$ cat config.mk
export PLATFORM = sky130hd
export DESIGN_NAME = cdc_stage_req
export DESIGN_NICKNAME = d
export VERILOG_FILES = /design/src/rtl/dm_pkg.sv /design/src/rtl/dmi_skid_buf.sv /design/src/rtl/cdc_stage_req.sv
export SDC_FILE = /design/constraint.sdc
export NUM_CORES = 1
export LEC_CHECK = 0
export BUFFER_PORTS_ARGS = -buffer_cell sky130_fd_sc_hd__buf_4
export CORE_MARGIN = 4
export CORE_UTILIZATION = 35
export CTS_CLUSTER_DIAMETER = 50
export DETAILED_ROUTE_END_ITERATION = 16
export GPL_TIMING_DRIVEN = 0
export PLACE_DENSITY = 0.56
export SLEW_MARGIN = 20
export SYNTH_ARGS = -nofsm -noshare
export SYNTH_HDL_FRONTEND = slang
export SYNTH_SLANG_ARGS = --single-unit
$ cat constraint.sdc
create_clock -name tck_i -period 4.4 [get_ports tck_i]
set_clock_uncertainty 0.15 [all_clocks]
set_input_delay 0.88 -clock tck_i [delete_from_list [all_inputs] [get_ports tck_i]]
set_output_delay 0.88 -clock tck_i [all_outputs]
set_load 0.05 [all_outputs]
$ cat src/rtl/dm_pkg.sv
// Debug-module DMI types shared by the DTM-side request/response stages.
package dm;

  typedef enum logic [1:0] {
    DTM_NOP   = 2'h0,
    DTM_READ  = 2'h1,
    DTM_WRITE = 2'h2
  } dtm_op_e;

  typedef struct packed {
    logic [6:0]  addr;
    dtm_op_e     op;
    logic [31:0] data;
  } dmi_req_t;

  typedef struct packed {
    logic [31:0] data;
    logic [1:0]  resp;
  } dmi_resp_t;

  typedef enum logic [1:0] {
    SKID_EMPTY = 2'd0,
    SKID_ONE   = 2'd1,
    SKID_TWO   = 2'd2
  } skid_state_e;

  localparam int unsigned DmiMaxOutstandingDefault = 32'd1;

endpackage

$ cat src/rtl/dmi_skid_buf.sv
// Generic 2-entry skid buffer; in_ready_o depends only on the state register.
module dmi_skid_buf
  import dm::*;
#(
  parameter type T = logic
) (
  input  logic clk_i,
  input  logic rst_i,
  input  T     in_data_i,
  input  logic in_valid_i,
  output logic in_ready_o,
  output T     out_data_o,
  output logic out_valid_o,
  input  logic out_ready_i
);

  skid_state_e state_q, state_d;
  T            head_q, head_d;
  T            skid_q, skid_d;
  logic        push_s, pop_s;

  assign in_ready_o  = (state_q != SKID_TWO);
  assign out_valid_o = (state_q != SKID_EMPTY);
  assign out_data_o  = head_q;
  assign push_s      = in_valid_i & in_ready_o;
  assign pop_s       = out_valid_o & out_ready_i;

  // State, head and skid registers.
  always_ff @(posedge clk_i or posedge rst_i) begin
    if (rst_i) begin
      state_q <= SKID_EMPTY;
      head_q  <= '0;
      skid_q  <= '0;
    end else begin
      state_q <= state_d;
      head_q  <= head_d;
      skid_q  <= skid_d;
    end
  end

  // Occupancy transitions; head always holds the oldest entry.
  always_comb begin
    state_d = state_q;
    head_d  = head_q;
    skid_d  = skid_q;
    case (state_q)
      SKID_EMPTY: begin
        if (push_s) begin
          state_d = SKID_ONE;
          head_d  = in_data_i;
        end else begin
          state_d = SKID_EMPTY;
        end
      end
      SKID_ONE: begin
        if (push_s && pop_s) begin
          head_d = in_data_i;
        end else if (push_s) begin
          state_d = SKID_TWO;
          skid_d  = in_data_i;
        end else if (pop_s) begin
          state_d = SKID_EMPTY;
        end else begin
          state_d = SKID_ONE;
        end
      end
      SKID_TWO: begin
        if (pop_s) begin
          state_d = SKID_ONE;
          head_d  = skid_q;
        end else begin
          state_d = SKID_TWO;
        end
      end
      default: state_d = SKID_EMPTY;
    endcase
  end

endmodule

$ cat src/rtl/cdc_stage_req.sv
// TCK-domain DMI request stage: skid buffer plus in-flight credit limit and
// sticky detection of responses that arrive with nothing outstanding.
module cdc_stage_req
  import dm::*;
#(
  parameter  int unsigned MaxOutstanding = DmiMaxOutstandingDefault,
  localparam int unsigned CntW           = $clog2(MaxOutstanding + 1)
) (
  input  logic            tck_i,
  input  logic            trst_i,
  input  dmi_req_t        dmi_req_i,
  input  logic            dmi_req_valid_i,
  output logic            dmi_req_ready_o,
  output dmi_req_t        dmi_req_o,
  output logic            dmi_req_valid_o,
  input  logic            dmi_req_ready_i,
  input  logic            dmi_resp_valid_i,
  input  logic            dmi_resp_ready_i,
  output logic [CntW-1:0] outstanding_o,
  output logic            idle_o,
  output logic            err_o
);

  logic [CntW-1:0] cnt_q, cnt_d;
  logic            err_q, err_d;
  logic            buf_valid_s, credit_ok_s, pop_s, rsp_s;

  dmi_skid_buf #(.T(dmi_req_t)) u_buf (
    .clk_i      (tck_i),
    .rst_i      (trst_i),
    .in_data_i  (dmi_req_i),
    .in_valid_i (dmi_req_valid_i),
    .in_ready_o (dmi_req_ready_o),
    .out_data_o (dmi_req_o),
    .out_valid_o(buf_valid_s),
    .out_ready_i(dmi_req_ready_i & credit_ok_s)
  );

  // Valid is gated by credit; the count only rises on pop, so valid never drops early.
  assign credit_ok_s     = (cnt_q < CntW'(MaxOutstanding));
  assign dmi_req_valid_o = buf_valid_s & credit_ok_s;
  assign pop_s           = dmi_req_valid_o & dmi_req_ready_i;
  assign rsp_s           = dmi_resp_valid_i & dmi_resp_ready_i;
  assign outstanding_o   = cnt_q;
  assign err_o           = err_q;
  assign idle_o          = ~buf_valid_s & (cnt_q == '0);

  // Credit counter and sticky error registers.
  always_ff @(posedge tck_i or posedge trst_i) begin
    if (trst_i) begin
      cnt_q <= '0;
      err_q <= 1'b0;
    end else begin
      cnt_q <= cnt_d;
      err_q <= err_d;
    end
  end

  // A pop and a response in the same cycle cancel, even at zero count.
  always_comb begin
    cnt_d = cnt_q;
    err_d = err_q;
    if (pop_s && !rsp_s) begin
      cnt_d = cnt_q + CntW'(1);
    end else if (rsp_s && !pop_s) begin
      if (cnt_q == '0) begin
        err_d = 1'b1;
      end else begin
        cnt_d = cnt_q - CntW'(1);
      end
    end else begin
      cnt_d = cnt_q;
    end
  end

endmodule

==> results of run 1 <==
==> layer usage <==
metal  global-route usage  vias up  wire length, um
li1                     -     1237                -
met1               0.1822     1217             3574
met2               0.2244       50             3936
met3              0.04718        9              430
met4              0.04485        0              102
met5                    0        -                0
==> state kept, by name (all words and copies together) (netlist names) <==
signal	count
u_buf.skid_q	41
err_o	1
u_buf.state_q	2
outstanding_o	1
u_buf.out_data_o	41
==> cells in the mapped netlist <==
master / instances
nor2_1: 6
ha_1: 2
mux2_2: 41
clkbuf_1: 3
and4bb_2: 1
a211oi_4: 1
nand3_1: 1
o21ai_1: 4
nor3b_1: 2
nand2b_1: 1
inv_1: 3
clkbuf_2: 1
dfrtp_1: 86
a21o_1: 1
clkinv_1: 1
o21ai_0: 39
mux2i_1: 41
nor2b_1: 3
nand2_1: 45
buf_2: 14
a21oi_1: 2
nor3_1: 1
==> worst register-to-register path, delay by kind of cell (launching register included) <==
family	cells	cell delay, ns
compound gates	2	0.62
buf+inv	1	0.39
flops	1	0.49
simple gates	1	0.31
==> cell usage in the layout, fill, tap and decap left out, types with 2 or more instances in the layout <==
cell type	count
clkbuf_8	9
buf_2	14
nor2_1	6
nand2_1	45
buf_4	92
clkinv_4	2
nor2b_1	3
bufinv_16	3
clkbuf_1	5
nor3b_1	2
mux2i_1	41
o21ai_0	39
dfrtp_1	86
mux2_2	41
a21oi_1	2
o21ai_1	4
inv_1	2
ha_1	2
==> logic make-up after synthesis <==
logic type,count (synthesis),share of synthesized area
DFF,86,0.5884
muxes,82,0.2385
and+or+nand+nor,60,0.06945
AOI/OAI and AO/OA,47,0.06911
buffers and inverters,22,0.02771
adders and majority gates,2,0.006841
==> final cells by class <==
| cell class | count | area, sq um |
|---|---|---|
| Buffer | 18 | 86.33 |
| Fill cell | 966 | 5451 |
| Sequential cell | 86 | 2152 |
| Inverter | 4 | 17.52 |
| Clock buffer | 11 | 131.4 |
| Clock inverter | 5 | 107.6 |
| Multi-Input combinational cell | 191 | 1404 |
| Timing Repair Buffer | 93 | 710.7 |
| Tap cell | 136 | 170.2 |
==> power groups by stage <==
stage / clock network [uW] / registers, uW / logic [uW]
3_3_place_gp: 0 / 1390 / 1930
3_5_place_dp: 0 / 1410 / 1950
2_1_floorplan: 0 / 2020 / 744
4_1_cts: 686 / 1390 / 1950
5_1_grt: 726 / 1440 / 2070
6_report: 663 / 1390 / 1920
==> final timing paths <==
| check | from | to | slack, ns |
|---|---|---|---|
| max | u_buf.state_q[0]$_DFFE_PP0P_ | dmi_req_ready_o | 1.44 |
| min | err_o$_DFFE_PP0P_ | err_o$_DFFE_PP0P_ | 0.33 |
| max reg2reg | outstanding_o$_DFFE_PP0P_ | u_buf.out_data_o[4]$_DFFE_PP0P_ | 2.30 |
| min reg2reg | err_o$_DFFE_PP0P_ | err_o$_DFFE_PP0P_ | 0.33 |
| max in group asynchronous | trst_i | u_buf.skid_q[2]$_DFFE_PP0P_ | 2.98 |
| min in group asynchronous | trst_i | u_buf.skid_q[18]$_DFFE_PP0P_ | 0.49 |
==> stage by stage <==
stage	area [sq um]	hold slack, ns
3_5_place_dp	4541	0.3138
2_1_floorplan	3657	0.3287
3_3_place_gp	4518	0.3090
5_1_grt	4780	0.3649
4_1_cts	4780	0.3352
6_report	4780	0.3288
==> out/metrics.cfg, run 1 <==
[placement]
place_hpwl_mm=5.645
post-place-ws_ns=1.773
io_buffers=92
place_inst=528
gp_congestion=0.7170

[yosys]
yosysWarnings=0
ys_seq_area_frac=0.5884
synth_cell_type_count=22
synth_top_area_share=0.5884
synthTopCellsByArea=dfrtp_1 (59%), mux2_2 (13%), mux2i_1 (11%), o21ai_0 (5.3%), nand2_1 (4.6%)
synth_fp_nets=348
netlist_area_sq_um=3657
synth-seq-cells=86
syn_inst=299
synth_top_area_cell=dfrtp_1
avgSynthCellArea_sq_um=12.23

[floorplanning]
die_y_um=110.2
dieWidth_um=110.2
fp.dieArea_sq_um=12150
row_count=37
start_util=0.3575
core_area_sq_um=10230
pin_count=93

[layout]
drive_gt1_frac=0.4069
antenna_cells=0
syn2layout_area_growth_pct=30.69
finish.utilization=0.4672
nets=452
instances_no_fill=544

[flow_run]
cap_violations=0

[pwr]
power_frac_comb=0.483
pwr-share-clk=0.167
seqPwrFrac=0.350
ir_drop_mv=0.2953
static-leakage-power_uw=0.002385
p_total_uw=3971
p_per_area_nw_per_um2=830.9
intPower_uw=2244
switching_share=0.4350
p_switching_uw=1727

[sta]
setup_tns_ns=0
fin_crit_ns=2.961
slew_headroom=0.5300
rsz0062_at_grt=false
max_clock_freq_ghz=0.3377
setup_viol=0
drv_slew=0
setup_ws_ns=1.439
hold_violations=0
post-route-period-util=0.6729
worst_pin_slew_ns=0.7049

[global_routing]
grt_pass1_wl_mm=12.97
grt.total_usage=0.1411
grt_pass1_vias=2590
grt_max_degree=55
grt-ovfl-total=0
antenna_found_initial=0

[route]
wl_per_cell_um=14.78
wl_mm=8.042
vias=2513
drt_pass1_iterations=4
drt_iter0_drc=97
drcViolationCount=0
vias_per_cell=4.619
postRouteAntennaNets=0

[hold_path]
worstHoldPathCells=1
min_path_type=reg -> reg

[clock_network]
clk_latency_ns=0.35
clock_path_buffers=2
cts_sinks=86
post_cts_buffers=0
cts_root_buf=clkbuf_8
cts_htree_levels=3
ctsResizeCount=0
hold_buffers=0
cts.clk_slew.worst_paths_ns=0.09
cts_tree=built
cts-buffers-inserted=9

[status]
outcome=completed

[setup_path]
worst_ep_arrival_time_ns=1.93
crit_required_ns=3.37
crit_cells=6
reg2regPathDepth=4
crit_family=buffers and inverters
path_class=reg -> out
slowest_stage=dfrtp_1
crit_top_cell=buf_2
worstSetupEndpointType=output pin
crit_fanout=10
critical_path_buf_inv_count=5
startpoint_type=flop
max_stage_delay_ns=0.36
path_cells=buf_2, nor2b_1, clkbuf_1, clkinv_1, buf_2, buf_4

(Power assumes the default switching activity.)
==> inputs of run 2 (changes only) <==
--- a/config.mk
+++ b/config.mk
@@ -5,13 +5,14 @@
 export SDC_FILE = /design/constraint.sdc
 export NUM_CORES = 1
 export LEC_CHECK = 0
+export ABC_AREA = 1
 export BUFFER_PORTS_ARGS = -buffer_cell sky130_fd_sc_hd__buf_4
 export CORE_MARGIN = 4
 export CORE_UTILIZATION = 35
 export CTS_CLUSTER_DIAMETER = 50
 export DETAILED_ROUTE_END_ITERATION = 16
 export GPL_TIMING_DRIVEN = 0
-export PLACE_DENSITY = 0.56
+export PLACE_DENSITY = 0.57
 export SLEW_MARGIN = 20
 export SYNTH_ARGS = -nofsm -noshare
 export SYNTH_HDL_FRONTEND = slang
==> constraint.sdc (replaced) <==
create_clock -name tck_i -period 2.65 [get_ports tck_i]
set_clock_uncertainty 0.15 [all_clocks]
set_input_delay 0.53 -clock tck_i [delete_from_list [all_inputs] [get_ports tck_i]]
set_output_delay 0.53 -clock tck_i [all_outputs]
set_load 0.05 [all_outputs]
==> run 2 against run 1 <==
Utilization increased by 0.53 points; non-clock buffer count increased by 17; total power increased by 83%; critical path type unchanged.
==> out/metrics.cfg, run 2 <==
[status]
outcome=completed

[sta]
slew_headroom=0.6339  ; +0.1039
drv_slew=0  ; unchanged
rsz0062_at_grt=false
max_clock_freq_ghz=0.4635
hold_violations=0  ; unchanged
worst_pin_slew_ns=0.5480  ; -0.1570 ns
setup_viol=0  ; unchanged
setup_tns_ns=0  ; unchanged
post-route-period-util=0.8141
fin_crit_ns=2.157

[route]
postRouteAntennaNets=0  ; unchanged
wl_mm=11.03  ; +37%
vias=3644  ; +45%
wl_per_cell_um=14.29  ; -3.4%
vias_per_cell=4.720  ; +2.2%
drt_iter0_drc=253  ; +160%
drt_pass1_iterations=4  ; unchanged
drcViolationCount=0  ; unchanged

[floorplanning]
die_y_um=117.9  ; +7.0%
row_count=39  ; +5.4%
dieWidth_um=117.9  ; +7.0%
start_util=0.3640  ; +0.006572
fp.dieArea_sq_um=13900  ; +14%
pin_count=93  ; unchanged
core_area_sq_um=11610  ; +14%

[yosys]
synth_top_area_cell=dfrtp_1
syn_inst=518  ; +73%
synth_cell_type_count=20  ; -9.1%
synth_fp_nets=567  ; +63%
synth-seq-cells=86  ; unchanged
synth_top_area_share=0.5090  ; -0.07941
async_reset_ff_frac=1.000  ; unchanged
avgSynthCellArea_sq_um=8.162  ; -33%
netlist_area_sq_um=4228  ; +16%
synth_common_cells=nand2_1 (209), dfrtp_1 (86), nand3_1 (82), inv_1 (45), o21ai_2 (30)
yosysMostFrequentCell=nand2_1
synthTopCellsByArea=dfrtp_1 (51%), nand2_1 (19%), nand3_1 (9.7%), o21ai_2 (6.2%), inv_1 (4.0%)
synth-edff-count=0  ; unchanged
synth_top_flop_cell=dfrtp_1
yosysWarnings=0  ; unchanged
ys_seq_area_frac=0.5090  ; -0.07941

[pwr]
ir_drop_mv=0.5039  ; +71%
intPower_uw=3860  ; +72%
power_frac_comb=0.509  ; +0.026
p_switching_uw=3404  ; +97%
switching_share=0.4686  ; +0.03364
seqPwrFrac=0.311  ; -0.039
p_per_area_nw_per_um2=1324  ; +59%
static-leakage-power_uw=0.003056  ; +28%
pwr-share-clk=0.181  ; +0.014

[clock_network]
cts_tree=built
cts_root_buf=clkbuf_16
clock_path_buffers=2  ; unchanged
hold_buffers=0  ; unchanged
post_cts_buffers=0  ; unchanged
clk_latency_ns=0.33  ; -0.02 ns
cts.clk_slew.worst_paths_ns=0.06  ; -0.03 ns
ctsResizeCount=0  ; unchanged
cts-buffers-inserted=9  ; unchanged
cts_htree_levels=3  ; unchanged
cts_sinks=86  ; unchanged

[placement]
postPlaceCellArea_sq_um=5176  ; +14%
place_hpwl_mm=7.733  ; +37%
gp_congestion=0.7159  ; -0.15%
io_buffers=92  ; unchanged

[global_routing]
grt_pass1_vias=3848  ; +49%
grt-ovfl-total=0  ; unchanged
grt.total_usage=0.1675  ; +0.02640
grt_pass1_wl_mm=19.24  ; +48%
grt_max_degree=33  ; -40%
antenna_found_initial=0  ; unchanged

[setup_path]
crit_fanout=10  ; unchanged
crit_family=buffers and inverters
slowest_stage=dfrtp_1
max_stage_delay_ns=0.37  ; about the same
path_cells=buf_6, nand2_4, buf_2, buf_4
crit_required_ns=1.97  ; -1.40 ns
path_class=reg -> out
worst_ep_arrival_time_ns=1.48  ; -0.45 ns
reg2regPathDepth=9  ; +5
worstSetupEndpointType=output pin
rr_endpoint=outstanding_o$_DFFE_PP0P_
startpoint_type=flop
rrSetupSlack_ns=1.02  ; -1.28 ns
reg2reg_from=u_buf.state_q[1]$_DFFE_PP0P_
critical_path_buf_inv_count=3  ; -2

[layout]
antenna_cells=0  ; unchanged
syn2layout_area_growth_pct=29.77
nets=673  ; +49%
drive_gt1_frac=0.2973  ; -0.1096
n_fill_cell=1165  ; +21%
final_common_cell=nand2_1
final_cell_area_sq_um=5487  ; +15%
final_cell_mix=nand2_1 (209), buf_4 (99), dfrtp_1 (86)

[flow_run]
cap_violations=0  ; unchanged

[hold_path]
min_path_type=in -> async

==> run 2: cell count changes after synthesis, sizes merged, moves of 4 or more <==
cell    change
nand2     +171
buf        +19
nand3      +82
mux2       -41
inv        +45
clkbuf      -4
mux2i      -41
==> run 2: how the worst max path moves through the flow <==
stage,end,from,cells after the start
final,dmi_req_ready_o,u_buf.state_q[1]$_DFFE_PP0P_,4
after floorplan,dmi_req_valid_o,outstanding_o$_DFFE_PP0P_,1
after global routing,dmi_req_ready_o,u_buf.state_q[1]$_DFFE_PP0P_,4
after CTS,dmi_req_ready_o,u_buf.state_q[1]$_DFFE_PP0P_,4
after detailed placement,dmi_req_ready_o,u_buf.state_q[1]$_DFFE_PP0P_,4
after global placement,u_buf.out_data_o[17]$_DFFE_PP0P_,trst_i,2
==> run 2: power by group through the flow <==
stage | Combinational, uW | Clock [uW] | Sequential (uW)
2_1_floorplan | 1600 | 0 | 3290
3_3_place_gp | 3680 | 0 | 2250
3_5_place_dp | 3740 | 0 | 2270
4_1_cts | 3750 | 1350 | 2260
5_1_grt | 4030 | 1410 | 2340
6_report | 3690 | 1310 | 2260
==> run 2: layout make-up <==
class                      count  area, sq um  area share
buffer                        33        220.2     0.04014
tap                          143        178.9     0.03261
clock buffer                  12        256.5     0.04675
sequential                    86         2152      0.3922
multi-input combinational    351         1675      0.3054
timing repair buffer          95        765.7      0.1396
clock inverter                 4        53.80    0.009806
inverter                      48        183.9     0.03352
==> run 2: cells by family (layout without fill, tap and decap cells) <==
| group | after synthesis | count (layout) | share of synthesized area |
|---|---|---|---|
| adders and majority gates | 2 | 2 | 0.005918 |
| buffers and inverters | 81 | 192 | 0.09470 |
| DFF | 86 | 86 | 0.5090 |
| AOI/OAI and AO/OA | 45 | 45 | 0.08050 |
| and+or+nand+nor | 304 | 304 | 0.3099 |
==> run 2: layer usage <==
metal  track usage  up-vias  part of all wire
li1              -     1835                 -
met1        0.2303     1695              0.48
met2        0.2738      105              0.46
met3       0.03220        9             0.055
met4       0.03956        0            0.0084
met5             0        -                 0
==> run 2: per-stage QoR <==
stage               total power (uW)  hold WS (ns)  std cells  utilization  setup WS [ns]
global route                    7779        0.1273        772       0.4724         0.4234
global placement                5926        0.3137        753       0.4392         0.2930
floorplan                       4887        0.3056        518            -         0.6452
detailed placement              6011        0.3162        756       0.4457         0.8404
CTS                             7358        0.1053        772       0.4724         0.4798
finish                          7264        0.1006        772       0.4724         0.4926
==> inputs of run 3 (changes only) <==
--- a/config.mk
+++ b/config.mk
@@ -12,7 +12,7 @@
 export CTS_CLUSTER_DIAMETER = 50
 export DETAILED_ROUTE_END_ITERATION = 16
 export GPL_TIMING_DRIVEN = 0
-export PLACE_DENSITY = 0.57
+export PLACE_DENSITY = 0.55
 export SLEW_MARGIN = 20
 export SYNTH_ARGS = -nofsm -noshare
 export SYNTH_HDL_FRONTEND = slang
==> constraint.sdc (replaced) <==
create_clock -name tck_i -period 2.1 [get_ports tck_i]
set_clock_uncertainty 0.15 [all_clocks]
set_input_delay 0.42 -clock tck_i [delete_from_list [all_inputs] [get_ports tck_i]]
set_output_delay 0.42 -clock tck_i [all_outputs]
set_load 0.05 [all_outputs]
==> run 3 against run 2 <==
Total power up 25%; utilization down 0.11 points; count of clock-buffer cells in the layout unchanged; sequential power up 26%; worst setup slack worse by 0.30 ns; combinational power up 26%; via count down 0.71%; largest cell class unchanged; largest power group unchanged.
==> out/metrics.cfg, run 3 (synthesized netlist as in run 2, its figures left out) <==
[status]
outcome=completed

[setup_path]
path_class=reg -> out
critical_path_buf_inv_count=4  ; +1
crit_family=buffers and inverters
worstSetupEndpointType=output pin
crit_fanout=9  ; -1
crit_required_ns=1.53  ; -0.44 ns
slowest_stage=dfrtp_1
rrSetupSlack_ns=0.49  ; -0.53 ns
path_cells=buf_6, inv_2, nand2_2, inv_1, nor2_1, buf_4
startpoint_type=flop
max_stage_delay_ns=0.34  ; -0.03 ns
worst_ep_arrival_time_ns=1.34  ; -0.14 ns

[global_routing]
grt_pass1_vias=3726  ; -3.2%
grt-ovfl-total=0  ; unchanged
grt.total_usage=0.1614  ; -0.006099
grt_max_degree=28  ; -15%
grt_pass1_wl_mm=18.42  ; -4.3%
antenna_found_initial=0  ; unchanged

[sta]
fin_hold_ws_ns=0.1931  ; +0.09255 ns
max_clock_freq_ghz=0.5233
rsz0062_at_grt=false
worst_pin_slew_ns=0.4210  ; -0.1270 ns
fin_crit_ns=1.911
setup_viol=0  ; unchanged
drv_slew=0  ; unchanged
post-route-period-util=0.9099
slew_headroom=0.7188  ; +0.08485
hold_violations=0  ; unchanged
setup_tns_ns=0  ; unchanged
setup_ws_ns=0.1891  ; -0.3035 ns

[floorplanning]
fp.dieArea_sq_um=13900  ; unchanged
start_util=0.3640  ; unchanged
dieWidth_um=117.9  ; unchanged
die_y_um=117.9  ; unchanged
row_count=39  ; unchanged
core_area_sq_um=11610  ; unchanged
pin_count=93  ; unchanged

[placement]
post-place-ws_ns=0.4127  ; -0.4278 ns
place_hpwl_mm=7.629  ; -1.4%
io_buffers=92  ; unchanged
gp_congestion=0.7341  ; +2.5%

[layout]
finish.utilization=0.4713  ; -0.001078
nets=673  ; unchanged
n_fill_cell=1155  ; -0.86%
final_common_cell=nand2_1
syn2layout_area_growth_pct=29.48
ff_latch_area_sq_um=2152  ; unchanged
drive_gt1_frac=0.2946  ; -0.002711
final_cell_mix=nand2_1 (209), buf_4 (99), dfrtp_1 (86)
antenna_cells=0  ; unchanged
multi_input_area_sq_um=1675  ; unchanged

[clock_network]
ctsResizeCount=0  ; unchanged
cts_root_buf=clkbuf_16
cts-buffers-inserted=9  ; unchanged
post_cts_buffers=0  ; unchanged
clock_path_buffers=2  ; unchanged
cts_htree_levels=3  ; unchanged
cts_tree=built
clk_latency_ns=0.33  ; about the same
cts_sinks=86  ; unchanged
cts.clk_slew.worst_paths_ns=0.06  ; about the same

[route]
vias=3618  ; -0.71%
drt_iter0_drc=166  ; -34%
wl_per_cell_um=13.98  ; -2.2%
wl_mm=10.78  ; -2.3%
drcViolationCount=0  ; unchanged
drt_pass1_iterations=5  ; +1
vias_per_cell=4.693  ; -0.58%
postRouteAntennaNets=0  ; unchanged

[flow_run]
cap_violations=0  ; unchanged

[hold_path]
min_path_type=in -> reg

[pwr]
p_switching_uw=4228  ; +24%
power_frac_comb=0.511  ; +0.002
intPower_uw=4855  ; +26%
seqPwrFrac=0.312  ; about the same
pwr-share-clk=0.176  ; -0.005
static-leakage-power_uw=0.003058  ; about the same
switching_share=0.4655  ; -0.003125
p_per_area_nw_per_um2=1659  ; +25%
ir_drop_mv=0.7777  ; +54%

run 3: cell count changes in the layout (fill, tap and decap cells not counted), sizes merged:
cell / before / now
dlygate4sd3: 0 / 1
inv: 48 / 47
clkinvlp: 3 / 1
clkinv: 0 / 2
buf: 128 / 127
run 3: through the flow:
stage	total power [uW]	std cells	cell area, sq um
floorplan	6166	518	4232
global placement	7485	753	5101
detailed placement	7564	756	5169
CTS	9213	772	5479
global route	9729	771	5474
finish	9083	771	5474
run 3: power groups by stage:
stage	sequential [uW]	clock, uW	combinational [uW]
final	2840	1600	4640
after detailed placement	2860	0	4700
after global placement	2840	0	4650
after CTS	2840	1650	4720
after floorplan	4150	0	2020
after global routing	2930	1730	5060
run 3: final timing paths:
| path | start | end | depth (start not counted) |
|---|---|---|---|
| worst min-delay path | dmi_req_i[31] | u_buf.skid_q[31]$_DFFE_PP0P_ | 3 |
| worst min register to register | u_buf.out_data_o[7]$_DFFE_PP0P_ | u_buf.out_data_o[7]$_DFFE_PP0P_ | 2 |
| max in group asynchronous | trst_i | u_buf.out_data_o[9]$_DFFE_PP0P_ | 5 |
| worst max register to register | u_buf.state_q[1]$_DFFE_PP0P_ | outstanding_o$_DFFE_PP0P_ | 9 |
| min in group asynchronous | trst_i | u_buf.out_data_o[32]$_DFFE_PP0P_ | 3 |
| worst max-delay path | u_buf.state_q[1]$_DFFE_PP0P_ | dmi_req_valid_o | 6 |
run 3: worst register-to-register path: stages, from the launching register on:
cell and delay [ns]:
dfrtp_1 0.34, buf_6 0.16, inv_2 0.06, nand2_2 0.11
inv_1 0.06, nor2_1 0.13, inv_1 0.06, ha_1 0.30
nand2_1 0.07, o21ai_0 0.07
run 3: cell type report:
cell class              count  area share
multi-input cells         351      0.3061
plain buffers              32     0.03931
clock buffers              12     0.04686
repair buffers             96      0.1403
inverters                  48     0.03360
clock inverters             3    0.008000
flip-flops and latches     86      0.3931
well taps                 143     0.03269
run 3: per-layer routing:
metal / wire length, um / GRT usage / vias to the layer above
met5: 0 / 0 / -
met4: 96 / 0.04176 / 0
met3: 542 / 0.03940 / 8
met2: 5171 / 0.2594 / 90
met1: 4966 / 0.2188 / 1690
li1: - / - / 1830
run 3: timing repair:
action                                 CTS  global route
setup endpoints to repair                0             1
hold buffers                             1             0
endpoints found under the hold margin   16             0
